[src/rtl/ft_245_pkg.sv]
// Shared definitions for the FT245 FIFO responder: one-hot FSM encodings,
// default depths / precharge lengths and the statistics counter width.
package ft_245_pkg;

  // Bit positions of each state inside the one-hot vectors (same order as the controller).
  localparam int R_IDLE_IDX      = 0;
  localparam int R_DRIVE_IDX     = 1;
  localparam int R_PRECHARGE_IDX = 2;
  localparam int W_IDLE_IDX      = 0;
  localparam int W_CAPTURE_IDX   = 1;
  localparam int W_PRECHARGE_IDX = 2;

  typedef enum logic [2:0] {
    R_IDLE      = 3'b001,
    R_DRIVE     = 3'b010,
    R_PRECHARGE = 3'b100
  } rd_state_e;

  typedef enum logic [2:0] {
    W_IDLE      = 3'b001,
    W_CAPTURE   = 3'b010,
    W_PRECHARGE = 3'b100
  } wr_state_e;

  localparam int DEF_RX_DEPTH      = 16;
  localparam int DEF_TX_DEPTH      = 16;
  localparam int DEF_RXF_PRECHARGE = 2;
  localparam int DEF_TXE_PRECHARGE = 2;

  // Statistics counter width and precharge counter width (precharge is 1..15).
  localparam int CNT_W     = 16;
  localparam int PRE_CNT_W = 4;

  // Statistics counters wrap naturally from all-ones back to zero.
  function automatic logic [CNT_W-1:0] cnt_inc(input logic [CNT_W-1:0] c);
    return c + 1'b1;
  endfunction

endpackage

[src/rtl/ft_245_fifo_responder_if.sv]
// FT245 pin bundle. The controller (FPGA side) uses the master modport,
// the responder (USB-chip side) uses the slave modport.
interface ft_245_fifo_responder_if;
  logic       USB_RD_N;
  logic       USB_WR;
  logic [7:0] USB_DATA_IN;
  logic [7:0] USB_DATA_OUT;
  logic       USB_DATA_OUT_EN;
  logic       USB_RXF_N;
  logic       USB_TXE_N;

  modport master (
    output USB_RD_N, USB_WR, USB_DATA_IN,
    input  USB_DATA_OUT, USB_DATA_OUT_EN, USB_RXF_N, USB_TXE_N
  );

  modport slave (
    input  USB_RD_N, USB_WR, USB_DATA_IN,
    output USB_DATA_OUT, USB_DATA_OUT_EN, USB_RXF_N, USB_TXE_N
  );
endinterface

[src/rtl/ft_245_byte_fifo.sv]
// Synchronous 8-bit FIFO. A push and a pop in the same cycle are both
// performed even when full or empty, so occupancy is left unchanged.
module ft_245_byte_fifo #(
  parameter int DEPTH = 16
) (
  input  logic       clk,
  input  logic       rst_n,
  input  logic       push,
  input  logic [7:0] din,
  input  logic       pop,
  output logic       full,
  output logic       empty,
  output logic [7:0] head
);
  localparam int AW = $clog2(DEPTH);

  logic [7:0]    mem_q [DEPTH];
  logic [AW-1:0] wp_q, wp_d, rp_q, rp_d;
  logic [AW:0]   cnt_q, cnt_d;
  logic          do_push, do_pop;

  assign full  = (cnt_q == (AW+1)'(DEPTH));
  assign empty = (cnt_q == '0);
  assign head  = mem_q[rp_q];

  // Qualify push/pop and advance pointers and occupancy.
  always_comb begin
    do_push = push & (~full | pop);
    do_pop  = pop & (~empty | push);
    wp_d    = wp_q + AW'(do_push);
    rp_d    = rp_q + AW'(do_pop);
    cnt_d   = cnt_q + (AW+1)'(do_push) - (AW+1)'(do_pop);
  end

  // Pointer and occupancy state; reset flushes the FIFO.
  always_ff @(posedge clk or negedge rst_n) begin
    if (!rst_n) begin
      wp_q  <= '0;
      rp_q  <= '0;
      cnt_q <= '0;
    end else begin
      wp_q  <= wp_d;
      rp_q  <= rp_d;
      cnt_q <= cnt_d;
    end
  end

  // Byte storage carries no reset; validity is tracked by the pointers.
  always_ff @(posedge clk) begin
    if (do_push) mem_q[wp_q] <= din;
  end
endmodule

[src/rtl/ft_245_fifo_responder.sv]
// FT245 asynchronous FIFO responder: plays the USB-chip side of the bus.
// Optional statistics counters are enabled by defining FT245_RESP_STATS_EN.
module ft_245_fifo_responder
  import ft_245_pkg::*;
#(
  parameter int RX_DEPTH      = DEF_RX_DEPTH,
  parameter int TX_DEPTH      = DEF_TX_DEPTH,
  parameter int RXF_PRECHARGE = DEF_RXF_PRECHARGE,
  parameter int TXE_PRECHARGE = DEF_TXE_PRECHARGE
) (
  input  logic                   CLK,
  input  logic                   RST_N,
  ft_245_fifo_responder_if.slave usb,
  input  logic                   HOST_WR_EN,
  input  logic [7:0]             HOST_WR_BYTE,
  output logic                   HOST_WR_READY,
  input  logic                   HOST_RD_EN,
  output logic [7:0]             HOST_RD_BYTE,
  output logic                   HOST_RD_VALID,
  output logic                   PROTO_ERR,
  output logic [CNT_W-1:0]       RD_COUNT,
  output logic [CNT_W-1:0]       WR_COUNT
);
  localparam logic [PRE_CNT_W-1:0] RXF_LAST = PRE_CNT_W'(RXF_PRECHARGE - 1);
  localparam logic [PRE_CNT_W-1:0] TXE_LAST = PRE_CNT_W'(TXE_PRECHARGE - 1);

  logic                 rd_q, rd_d, wr_q, wr_d;
  logic                 rd_fall, rd_rise, wr_fall, wr_rise;
  rd_state_e            rd_state_q, rd_state_d;
  wr_state_e            wr_state_q, wr_state_d;
  logic [7:0]           dout_q, dout_d;
  logic                 dout_en_q, dout_en_d;
  logic                 rxf_n_q, rxf_n_d, txe_n_q, txe_n_d;
  logic                 rd_valid_q, rd_valid_d;
  logic [PRE_CNT_W-1:0] rd_pre_q, rd_pre_d, wr_pre_q, wr_pre_d;
  logic                 proto_err_q, proto_err_d;
  logic                 rd_err, wr_err, rx_pop, tx_push;
  logic                 rx_full, rx_empty, tx_full, tx_empty;
  logic [7:0]           rx_head, tx_head;

  ft_245_byte_fifo #(.DEPTH(RX_DEPTH)) u_rx_fifo (
    .clk(CLK), .rst_n(RST_N), .push(HOST_WR_EN), .din(HOST_WR_BYTE), .pop(rx_pop),
    .full(rx_full), .empty(rx_empty), .head(rx_head)
  );

  ft_245_byte_fifo #(.DEPTH(TX_DEPTH)) u_tx_fifo (
    .clk(CLK), .rst_n(RST_N), .push(tx_push), .din(usb.USB_DATA_IN), .pop(HOST_RD_EN),
    .full(tx_full), .empty(tx_empty), .head(tx_head)
  );

  assign HOST_WR_READY       = ~rx_full;
  assign HOST_RD_VALID       = ~tx_empty;
  assign HOST_RD_BYTE        = tx_head;
  assign PROTO_ERR           = proto_err_q;
  assign usb.USB_DATA_OUT    = dout_q;
  assign usb.USB_DATA_OUT_EN = dout_en_q;
  assign usb.USB_RXF_N       = rxf_n_q;
  assign usb.USB_TXE_N       = txe_n_q;

  // Strobe edges: raw pin against its registered copy.
  always_comb begin
    rd_d    = usb.USB_RD_N;
    wr_d    = usb.USB_WR;
    rd_fall = rd_q & ~usb.USB_RD_N;
    rd_rise = ~rd_q & usb.USB_RD_N;
    wr_fall = wr_q & ~usb.USB_WR;
    wr_rise = ~wr_q & usb.USB_WR;
  end

  // Read FSM: present the RX head while RD_N is low, pop it when RD_N rises.
  always_comb begin
    rd_state_d = rd_state_q;
    dout_d     = dout_q;
    dout_en_d  = dout_en_q;
    rxf_n_d    = rxf_n_q;
    rd_valid_d = rd_valid_q;
    rd_pre_d   = rd_pre_q;
    rd_err     = 1'b0;
    rx_pop     = 1'b0;
    case (rd_state_q)
      R_IDLE: begin
        rxf_n_d = rx_empty;
        if (rd_fall) begin
          dout_en_d  = 1'b1;
          rd_state_d = R_DRIVE;
          if (!rx_empty) begin
            dout_d     = rx_head;
            rd_valid_d = 1'b1;
            rxf_n_d    = 1'b0;
          end else begin
            // Read of an empty FIFO: drive a null byte and flag it.
            dout_d     = 8'h00;
            rd_valid_d = 1'b0;
            rxf_n_d    = 1'b1;
            rd_err     = 1'b1;
          end
        end
      end
      R_DRIVE: begin
        rxf_n_d = ~rd_valid_q;
        if (rd_rise) begin
          rx_pop     = rd_valid_q;
          rd_valid_d = 1'b0;
          dout_en_d  = 1'b0;
          rxf_n_d    = 1'b1;
          rd_pre_d   = '0;
          rd_state_d = R_PRECHARGE;
        end
      end
      R_PRECHARGE: begin
        rxf_n_d = 1'b1;
        if (rd_pre_q == RXF_LAST) begin
          rd_state_d = R_IDLE;
          rxf_n_d    = rx_empty;
        end else begin
          rd_pre_d = rd_pre_q + 1'b1;
        end
      end
      default: begin
        rd_state_d = R_IDLE;
        rxf_n_d    = 1'b1;
      end
    endcase
  end

  // Write FSM: capture the pin byte on the WR falling edge, then precharge TXE_N.
  always_comb begin
    wr_state_d = wr_state_q;
    txe_n_d    = txe_n_q;
    wr_pre_d   = wr_pre_q;
    wr_err     = 1'b0;
    tx_push    = 1'b0;
    case (wr_state_q)
      W_IDLE: begin
        txe_n_d = tx_full;
        if (wr_fall) begin
          txe_n_d    = 1'b1;
          wr_state_d = W_CAPTURE;
          if (!tx_full) tx_push = 1'b1;
          else          wr_err  = 1'b1;
        end
      end
      W_CAPTURE: begin
        txe_n_d = 1'b1;
        if (wr_rise) begin
          wr_pre_d   = '0;
          wr_state_d = W_PRECHARGE;
        end
      end
      W_PRECHARGE: begin
        txe_n_d = 1'b1;
        if (wr_pre_q == TXE_LAST) begin
          wr_state_d = W_IDLE;
          txe_n_d    = tx_full;
        end else begin
          wr_pre_d = wr_pre_q + 1'b1;
        end
      end
      default: begin
        wr_state_d = W_IDLE;
        txe_n_d    = 1'b1;
      end
    endcase
    proto_err_d = proto_err_q | rd_err | wr_err;
  end

  // Control and pin-output registers; reset aborts any transfer in flight.
  always_ff @(posedge CLK or negedge RST_N) begin
    if (!RST_N) begin
      rd_q        <= 1'b1;
      wr_q        <= 1'b1;
      rd_state_q  <= R_IDLE;
      wr_state_q  <= W_IDLE;
      dout_q      <= 8'h00;
      dout_en_q   <= 1'b0;
      rxf_n_q     <= 1'b1;
      txe_n_q     <= 1'b1;
      rd_valid_q  <= 1'b0;
      rd_pre_q    <= '0;
      wr_pre_q    <= '0;
      proto_err_q <= 1'b0;
    end else begin
      rd_q        <= rd_d;
      wr_q        <= wr_d;
      rd_state_q  <= rd_state_d;
      wr_state_q  <= wr_state_d;
      dout_q      <= dout_d;
      dout_en_q   <= dout_en_d;
      rxf_n_q     <= rxf_n_d;
      txe_n_q     <= txe_n_d;
      rd_valid_q  <= rd_valid_d;
      rd_pre_q    <= rd_pre_d;
      wr_pre_q    <= wr_pre_d;
      proto_err_q <= proto_err_d;
    end
  end

`ifdef FT245_RESP_STATS_EN
  logic [CNT_W-1:0] rd_count_q, rd_count_d, wr_count_q, wr_count_d;

  // Count bytes actually moved over the pins.
  always_comb begin
    rd_count_d = rx_pop  ? cnt_inc(rd_count_q) : rd_count_q;
    wr_count_d = tx_push ? cnt_inc(wr_count_q) : wr_count_q;
  end

  // Statistics registers.
  always_ff @(posedge CLK or negedge RST_N) begin
    if (!RST_N) begin
      rd_count_q <= '0;
      wr_count_q <= '0;
    end else begin
      rd_count_q <= rd_count_d;
      wr_count_q <= wr_count_d;
    end
  end

  assign RD_COUNT = rd_count_q;
  assign WR_COUNT = wr_count_q;
`else
  assign RD_COUNT = '0;
  assign WR_COUNT = '0;
`endif

endmodule

[src/flat_wrapper.sv]
// flat-port wrapper written by rule: the top's interface ports become plain ports
module ft_245_fifo_responder_flat import ft_245_pkg::*;
#(
  parameter int RX_DEPTH      = DEF_RX_DEPTH,
  parameter int TX_DEPTH      = DEF_TX_DEPTH,
  parameter int RXF_PRECHARGE = DEF_RXF_PRECHARGE,
  parameter int TXE_PRECHARGE = DEF_TXE_PRECHARGE
)
  (CLK, RST_N, HOST_WR_EN, HOST_WR_BYTE, HOST_WR_READY, HOST_RD_EN, HOST_RD_BYTE, HOST_RD_VALID, PROTO_ERR, RD_COUNT, WR_COUNT, usb_USB_RD_N, usb_USB_WR, usb_USB_DATA_IN, usb_USB_DATA_OUT, usb_USB_DATA_OUT_EN, usb_USB_RXF_N, usb_USB_TXE_N);
  ft_245_fifo_responder_if usb_i ();
  input  logic CLK;
  input  logic RST_N;
  input  logic HOST_WR_EN;
  input  logic [7:0] HOST_WR_BYTE;
  output logic HOST_WR_READY;
  input  logic HOST_RD_EN;
  output logic [7:0] HOST_RD_BYTE;
  output logic HOST_RD_VALID;
  output logic PROTO_ERR;
  output logic [CNT_W-1:0] RD_COUNT;
  output logic [CNT_W-1:0] WR_COUNT;
  input wire logic [$bits(usb_i.USB_RD_N)-1:0] usb_USB_RD_N;
  input wire logic [$bits(usb_i.USB_WR)-1:0] usb_USB_WR;
  input wire logic [$bits(usb_i.USB_DATA_IN)-1:0] usb_USB_DATA_IN;
  output wire logic [$bits(usb_i.USB_DATA_OUT)-1:0] usb_USB_DATA_OUT;
  output wire logic [$bits(usb_i.USB_DATA_OUT_EN)-1:0] usb_USB_DATA_OUT_EN;
  output wire logic [$bits(usb_i.USB_RXF_N)-1:0] usb_USB_RXF_N;
  output wire logic [$bits(usb_i.USB_TXE_N)-1:0] usb_USB_TXE_N;
  assign usb_i.USB_RD_N = usb_USB_RD_N;
  assign usb_i.USB_WR = usb_USB_WR;
  assign usb_i.USB_DATA_IN = usb_USB_DATA_IN;
  assign usb_USB_DATA_OUT = usb_i.USB_DATA_OUT;
  assign usb_USB_DATA_OUT_EN = usb_i.USB_DATA_OUT_EN;
  assign usb_USB_RXF_N = usb_i.USB_RXF_N;
  assign usb_USB_TXE_N = usb_i.USB_TXE_N;
  ft_245_fifo_responder #(.RX_DEPTH(RX_DEPTH), .TX_DEPTH(TX_DEPTH), .RXF_PRECHARGE(RXF_PRECHARGE), .TXE_PRECHARGE(TXE_PRECHARGE)) u_core (.CLK(CLK), .RST_N(RST_N), .usb(usb_i), .HOST_WR_EN(HOST_WR_EN), .HOST_WR_BYTE(HOST_WR_BYTE), .HOST_WR_READY(HOST_WR_READY), .HOST_RD_EN(HOST_RD_EN), .HOST_RD_BYTE(HOST_RD_BYTE), .HOST_RD_VALID(HOST_RD_VALID), .PROTO_ERR(PROTO_ERR), .RD_COUNT(RD_COUNT), .WR_COUNT(WR_COUNT));
endmodule
[config.mk]
export PLATFORM = sky130hd
export DESIGN_NAME = ft_245_fifo_responder_flat
export DESIGN_NICKNAME = d
export VERILOG_FILES = /design/src/rtl/ft_245_pkg.sv /design/src/rtl/ft_245_fifo_responder_if.sv /design/src/rtl/ft_245_byte_fifo.sv /design/src/rtl/ft_245_fifo_responder.sv /design/src/flat_wrapper.sv
export SDC_FILE = /design/constraint.sdc
export NUM_CORES = 1
export LEC_CHECK = 0
export ABC_CLOCK_PERIOD_IN_PS = 3300
export CAP_MARGIN = 20
export CORE_MARGIN = 3
export CORE_UTILIZATION = 59
export CTS_BUF_LIST = sky130_fd_sc_hd__clkbuf_8 sky130_fd_sc_hd__clkbuf_16
export DETAILED_ROUTE_END_ITERATION = 10
export HOLD_SLACK_MARGIN = 0.03
export PLACE_DENSITY = 0.77
export RECOVER_POWER = 25
export SLEW_MARGIN = 20
export SYNTH_ARGS = -nofsm -noshare
export SYNTH_HDL_FRONTEND = slang
export SYNTH_SLANG_ARGS = --single-unit
[constraint.sdc]
create_clock -name CLK -period 3.3 [get_ports CLK]
set_clock_uncertainty 0.1 [all_clocks]
set_input_delay 0.66 -clock CLK [delete_from_list [all_inputs] [get_ports CLK]]
set_output_delay 0.66 -clock CLK [all_outputs]
set_load 0.02 [all_outputs]
==> key figures, run 1 <==
CTS
  – Worst-Skew Late Latency: 0.57 ns
  – Sink Count: 311
  – Clock transition at path regs: 0.06 ns
  – CTS tree: built
  – Number of CTS-inserted buffers: 31
  – Max Root-Sink Buffers: 3
  – H-Tree Depth: 1
  – Hold_buf cts: 0
  – CTS root buf: clkbuf_16

Detailed routing
  – Vias/cell: 6.05
  – Drt first pass iters: 5
  – Routed len/inst: 23.1 um
  – Detail Route Antenna Nets: 0
  – Routed via count: 6878
  – # DRC: 0
  – Routed WL: 26200 um
  – Initial DRC count: 544

Timing
  – Slew Limit Fails: 35
  – Hold slack: 0.384 ns
  – Fmax: 311 MHz
  – Final Hold Fails: 0
  – Measured slew at the worst slew-check pin: 1.75 ns
  – Crit path time final: 3.22 ns
  – RSZ-0062 raised after global routing: yes
  – Slew margin rel.: -0.168
  – Setup violators final: 0
  – Final Cycle Share: 0.976
  – Setup TNS: 0 ns

Floorplanning
  – # IOs: 76
  – Core ar.: 21400 um2
  – Initial Util: 0.610
  – Die Height: 155 um
  – Row count: 53
  – Die extent in x: 155 um
  – Die area: 23900 um2

Yosys
  – Synth Area in Adders: 0.0261
  – Synth Cell Area: 13000 um2
  – Post-synth EDFFs: 256
  – Syn_area_per_cell: 17.5 um2
  – Primary FF master, synth: edfxtp_1
  – Sequential fraction of the synthesis area: 0.696
  – FFs w/ async S/R, synth: 0.177
  – Main combinational cell family by area after synthesis: multiplexers
  – Synth cell types: 56
  – Register bit total from synthesis: 311
  – Synth Area in Compound Gates: 0.0405
  – Mux contribution to synthesized area: 0.130
  – Synth Instances: 743
  – Post-Synth Simple-Gate Area: 0.0537
  – Xor-xnor portion of the synthesized cell area: 0.0121
  – Yosys warns: 0

Worst setup path
  – Startpoint Class: flop
  – R2R Setup Slk: 0.21 ns
  – Worst Path Required: 2.54 ns
  – WP buf/inv: 2
  – Cells traversed along the worst timing path: buf_16 > mux4_2 > a22oi_1 > nand2_1 > dlygate4sd2_1
  – R2r endpoint: u_core.u_tx_fifo.cnt_q[4]$_DFF_PN0_
  – Critical Path Max Stage Delay: 0.57 ns
  – Arrival time worst endpoint: 2.46 ns
  – Critical-path top delay cell: mux4_2
  – Critical path class: flop to primary output
  – CP Capture Type: primary output
  – CP max FO: 25
  – CP top delay family: multiplexers
  – Reg2reg path depth: 12
  – Reg-to-Reg Start: u_core.u_tx_fifo.cnt_q[3]$_DFF_PN0_

Power and ir drop
  – VDD IR-drop max: 0.477 mV
  – PwrDens: 809 nW/um2
  – Reported leakage power: 0.00543 uW

Run
  – # Max-Cap Violations: 1

Placed design
  – Placed wire-length estimate: 16200 um
  – Global placement routability congestion: 0.792
  – I/O Buffers: 43

Final layout
  – P&R area growth vs syn: 15.6%
  – Fillers: 1297
  – Area of the multi-input gates: 3690 um2
  – Commonest cells after routing, fill and taps aside: edfxtp_1 (256), mux2i_1 (55), buf_4 (48), dfrtp_1 (48), conb_1 (32)
  – Commonest non-fill, non-tap cell in the layout: edfxtp_1
  – Sequential standard cell area: 9070 um2
  – N_diodes: 0
  – Final nets: 887
  – Share of layout cells above drive strength 1: 0.187

Min path
  – Hold Path Cell Cnt: 2
  – Hold Crit Endpoint: u_core.usb.USB_DATA_OUT_EN$_DFFE_PN0P_
  – Tightest Hold Check Type: flop to flop
  – Hold Startpoint: u_core.usb.USB_DATA_OUT_EN$_DFFE_PN0P_

Global routing
  – GRT Resource Usage Total: 0.222
  – First-pass GRT wire length: 41100 um
  – Largest net degree at the start of global routing: 36
  – Overflow after GRT: 0
  – Vias in the first global route: 7177
  – Initial antenna violation count: 0

Status
  – Failing checks: max-capacitance violations, max-slew violations
  – Outcome: finished with violations
[layout make-up]
class	instances	area share
flip-flops and latches	311	0.602
multi-input cells	378	0.245
clock buffers	31	0.0515
clock inverters	24	0.0171
repair buffers	97	0.0562
inverters	20	0.00499
well taps	275	0.0229
[report_power, final]
group	internal, uW	switching (uW)
Clock	2100	1450
Combinational	1510	1910
Sequential	4790	434
Total	8400	3790
[worst reg2reg max path, cell delays in order (launching register included)]
cell,delay [ns]
dfrtp_1,0.39
inv_1,0.10
ha_1,0.17
or4b_2,0.61
o21a_1,0.23
ha_1,0.29
inv_1,0.04
ha_1,0.23
fa_2,0.40
a21oi_2,0.15
nor2_1,0.05
nor2_1,0.12
xnor2_1,0.13
[synthesized netlist by cell type, types with 2 or more instances]
library cell / instances / area share
a2bb2oi_1: 2 / 0.0013
or4_1: 2 / 0.0012
fa_1: 2 / 0.0031
xnor2_1: 9 / 0.0061
nor3b_1: 4 / 0.0023
o21ai_0: 17 / 0.0065
buf_1: 3 / 0.00086
o22ai_1: 3 / 0.0014
inv_1: 20 / 0.0058
nor3_1: 14 / 0.0054
or2_2: 2 / 0.00096
or3b_1: 2 / 0.0013
nand4_1: 2 / 0.00096
a221oi_1: 16 / 0.011
or4b_2: 2 / 0.0015
a21oi_1: 9 / 0.0035
nor4_1: 5 / 0.0024
buf_6: 3 / 0.0026
dfrtp_1: 49 / 0.094
clkbuf_1: 10 / 0.0029
nand2b_1: 11 / 0.0053
nand4bb_1: 3 / 0.0026
buf_2: 9 / 0.0035
a21o_1: 4 / 0.0023
mux4_1: 21 / 0.042
edfxtp_1: 256 / 0.59
a22oi_1: 8 / 0.0046
mux2i_1: 56 / 0.043
mux4_2: 26 / 0.045
nor2b_1: 4 / 0.0019
buf_4: 38 / 0.022
a22o_1: 8 / 0.0054
nand3b_1: 3 / 0.0017
nand2_1: 23 / 0.0066
xor2_1: 9 / 0.0061
ha_1: 24 / 0.023
buf_12: 2 / 0.0031
nor2_1: 29 / 0.0084
nand3_1: 11 / 0.0042
dfstp_2: 6 / 0.012
[worst max path at each step]
stage               cells after the start                           startpoint                                   to
floorplan                              12  u_core.u_tx_fifo.cnt_q[3]$_DFF_PN0_  u_core.u_tx_fifo.cnt_q[4]$_DFF_PN0_
global route                            5   u_core.u_tx_fifo.rp_q[0]$_DFF_PN0_                      HOST_RD_BYTE[5]
global placement                       12                         usb_USB_RD_N  u_core.u_rx_fifo.cnt_q[4]$_DFF_PN0_
CTS                                     5   u_core.u_tx_fifo.rp_q[0]$_DFF_PN0_                      HOST_RD_BYTE[4]
detailed placement                     12                         usb_USB_RD_N  u_core.u_rx_fifo.cnt_q[4]$_DFF_PN0_
finish                                  5   u_core.u_tx_fifo.rp_q[0]$_DFF_PN0_                      HOST_RD_BYTE[5]
[sequential cells by signal (all words and copies together), names as in the netlist, 5 cells and up]
signal                   flops
u_core.u_rx_fifo.cnt_q       5
u_core.u_rx_fifo.mem_q     128
u_core.u_tx_fifo.cnt_q       5
u_core.u_tx_fifo.mem_q     128
u_core.usb.USB_DATA_OUT      8
[cell families after synthesis]
group           after synthesis
buf+inv                      85
mux                         103
fa+ha+maj                    26
flops                       311
simple gates                125
other cells                   1
compound gates               74
xor+xnor                     18
[timing repair]
item	CTS	global route
buffers inserted	0	0
cloned	1	0
endpoints found under the setup margin	8	9
resized for setup	19	21
[through the flow]
| step | instance area, um2 | setup WS (ns) | utilization | power [uW] | instances |
|---|---|---|---|---|---|
| after global routing | 15100 | -0.0288 | 0.705 | 12700 | 1136 |
| after CTS | 15000 | 0.000317 | 0.702 | 12100 | 1136 |
| after detailed placement | 13900 | -0.126 | 0.650 | 8470 | 1080 |
| after global placement | 13900 | -0.0607 | 0.650 | 8270 | 1080 |
| after floorplan | 13100 | 0.287 | - | 7360 | 774 |
| final | 15100 | 0.0794 | 0.705 | 12200 | 1136 |
[layer usage]
layer | vias up | track usage | share of wire
li1 | 3070 | - | -
met1 | 3525 | 0.298 | 0.41
met2 | 243 | 0.389 | 0.52
met3 | 40 | 0.0361 | 0.052
met4 | 0 | 0.0488 | 0.016
met5 | - | 0 | 0
(Power assumes the default switching activity.)
==> inputs of run 2 (changes only) <==
Settings changed: CTS_CLUSTER_SIZE set to 12.
==> run 2 against run 1 <==
Sequential share of layout area increased by 0.18 points. Utilization decreased by 0.21 points. Critical path type unchanged. Worst hold slack got worse by 0.0011 ns. Wire length decreased by 1.7%. Die area unchanged. Power decreased by 0.95%. Maximum frequency about the same. Setup slack improved by 0.00052 ns. Sequential power about the same. Non-clock buffer count unchanged. The flow still finishes with violations (max-capacitance violations, max-slew violations).
==> key figures, run 2 (synthesized netlist as in run 1, its figures left out) <==
Status
  – Outcome: finished with violations
  – Failing checks: max-capacitance violations, max-slew violations

Global routing
  – Overflow after GRT: 0
  – Met3 Use GR: 0.0389
  – Initial antenna violation count: 0
  – First-pass GRT wire length: 41100 um
  – Vias in the first global route: 7224
  – GRT Resource Usage Total: 0.221
  – Largest net degree at the start of global routing: 36
  – Busiest grt layer: met2
  – Met2 Use GR: 0.372
  – GR Util met1: 0.300

Placed design
  – Post-Place Cells: 1080
  – Dpl ws: -0.126 ns
  – Global placement routability congestion: 0.792
  – Placed wire-length estimate: 16200 um
  – I/O Buffers: 43

Final layout
  – Commonest non-fill, non-tap cell in the layout: edfxtp_1
  – Share of layout cells above drive strength 1: 0.172
  – Final nets: 890
  – Layout Cells excl Fill: 1135
  – Post-route core utilization: 0.703
  – Fillers: 1296
  – Commonest cells after routing, fill and taps aside: edfxtp_1 (256), mux2i_1 (56), buf_4 (48), dfrtp_1 (48), clkbuf_16 (34)
  – N_diodes: 0
  – P&R area growth vs syn: 15.3%

Min path
  – Tightest Hold Check Type: flop to flop
  – Hold Startpoint: u_core.usb.USB_DATA_OUT_EN$_DFFE_PN0P_
  – Hold Path Cell Cnt: 2

Timing
  – Slew margin rel.: -0.196
  – Slew Limit Fails: 35
  – Measured slew at the worst slew-check pin: 1.79 ns
  – Final Hold Fails: 0
  – Min setup slack post-route: 0.0800 ns
  – Setup TNS: 0 ns
  – Hold slack: 0.383 ns
  – Setup violators final: 0
  – RSZ-0062 raised after global routing: yes
  – Final Cycle Share: 0.976
  – Fmax: 311 MHz
  – Crit path time final: 3.22 ns

Floorplanning
  – Die Height: 155 um
  – Core ar.: 21400 um2
  – Die area: 23900 um2
  – Die extent in x: 155 um
  – # IOs: 76
  – Row count: 53
  – Initial Util: 0.610

Run
  – # Max-Cap Violations: 1

Worst setup path
  – Worst Path Required: 2.54 ns
  – Critical-path top delay cell: dfrtp_1
  – Reg2reg path depth: 13
  – CP Capture Type: primary output
  – Cells traversed along the worst timing path: buf_4 > and2_1 > buf_4 > a221oi_2 > o21ai_0 > nand2_1 > dlygate4sd2_1
  – Top cell by count, worst path: buf_4
  – Critical path class: flop to primary output
  – Critical path origin: u_core.u_tx_fifo.rp_q[2]$_DFF_PN0_
  – CP max FO: 16
  – Reg-to-Reg Start: u_core.u_rx_fifo.cnt_q[2]$_DFF_PN0_
  – Arrival time worst endpoint: 2.46 ns
  – Critical Path Max Stage Delay: 0.38 ns
  – Startpoint Class: flop

CTS
  – CTS tree: built
  – Max Root-Sink Buffers: 3
  – Worst-Skew Late Latency: 0.51 ns
  – CTS root buf: clkbuf_16
  – Clock transition at path regs: 0.06 ns
  – Post-CTS Setup Inserts: 0
  – Sink Count: 311
  – Number of CTS-inserted buffers: 34
  – Hold_buf cts: 0
  – H-Tree Depth: 2

Detailed routing
  – Vias/cell: 6.07
  – Detail Route Antenna Nets: 0
  – Routed via count: 6888
  – Initial DRC count: 462
  – # DRC: 0
  – Routed len/inst: 22.7 um
  – Drt first pass iters: 5
  – Routed WL: 25800 um

Power and ir drop
  – PwrDens: 804 nW/um2
  – VDD IR-drop max: 0.608 mV
  – Reported leakage power: 0.00543 uW
## run 2: cell types whose count changed in the layout (fill, tap and decap cells not counted), moves of 5 or more
| cell | change |
|---|---|
| dlygate4sd2_1 | +5 |
| clkinv_2 | -5 |
| a221oi_1 | +7 |
| a221oi_2 | -5 |
## run 2: critical path: cells and delay by family (launching register included)
| kind | cells | cell delay [ns] |
|---|---|---|
| buffers and inverters | 3 | 0.75 |
| flip-flops | 1 | 0.38 |
| AND/OR/NAND/NOR | 2 | 0.28 |
| AO/OA/AOI/OAI | 2 | 0.53 |
## run 2: final timing paths
| check | end | slack (ns) |
|---|---|---|
| max in group asynchronous | u_core.usb.USB_DATA_OUT[2]$_DFFE_PN0P_ | 1.26 |
| hold reg to reg | u_core.usb.USB_DATA_OUT_EN$_DFFE_PN0P_ | 0.38 |
| setup / recovery | HOST_RD_BYTE[4] | 0.08 |
| setup reg to reg | u_core.u_rx_fifo.cnt_q[4]$_DFF_PN0_ | 0.20 |
| min in group asynchronous | u_core.wr_pre_q[3]$_DFFE_PN0P_ | 0.52 |
| hold / removal | u_core.usb.USB_DATA_OUT_EN$_DFFE_PN0P_ | 0.38 |
## run 2: area by class of cell
cell class              count  area, um2  area share
clock buffers              36        878      0.0585
repair buffers             97        850      0.0566
flip-flops and latches    311       9070       0.604
clock inverters            18        178      0.0118
inverters                  20       75.1     0.00500
well taps                 275        344      0.0229
multi-input cells         378       3620       0.241
## run 2: through the flow
| stage | instance area (um2) | power [uW] |
|---|---|---|
| final | 15000 | 12100 |
| after global routing | 15000 | 12700 |
| after CTS | 15000 | 12100 |
| after detailed placement | 13900 | 8470 |
| after global placement | 13900 | 8270 |
| after floorplan | 13100 | 7360 |
## run 2: per-layer routing
layer	routed length, um	up-vias
li1	-	3059
met3	1500	52
met2	13100	261
met1	10500	3516
met4	650	0
met5	0	-
## run 2: where the power goes
part	leakage, uW	internal, uW	switching [uW]
registers	0.00297	4790	430
clock network	0.000539	2080	1460
logic	0.00192	1470	1830
## run 2: repair_timing
| item | CTS | global route |
|---|---|---|
| gates resized for setup | 19 | 4 |
| gates cloned | 1 | 0 |
| endpoints found under the setup margin | 8 | 7 |
| endpoints found under the hold margin | 0 | 0 |
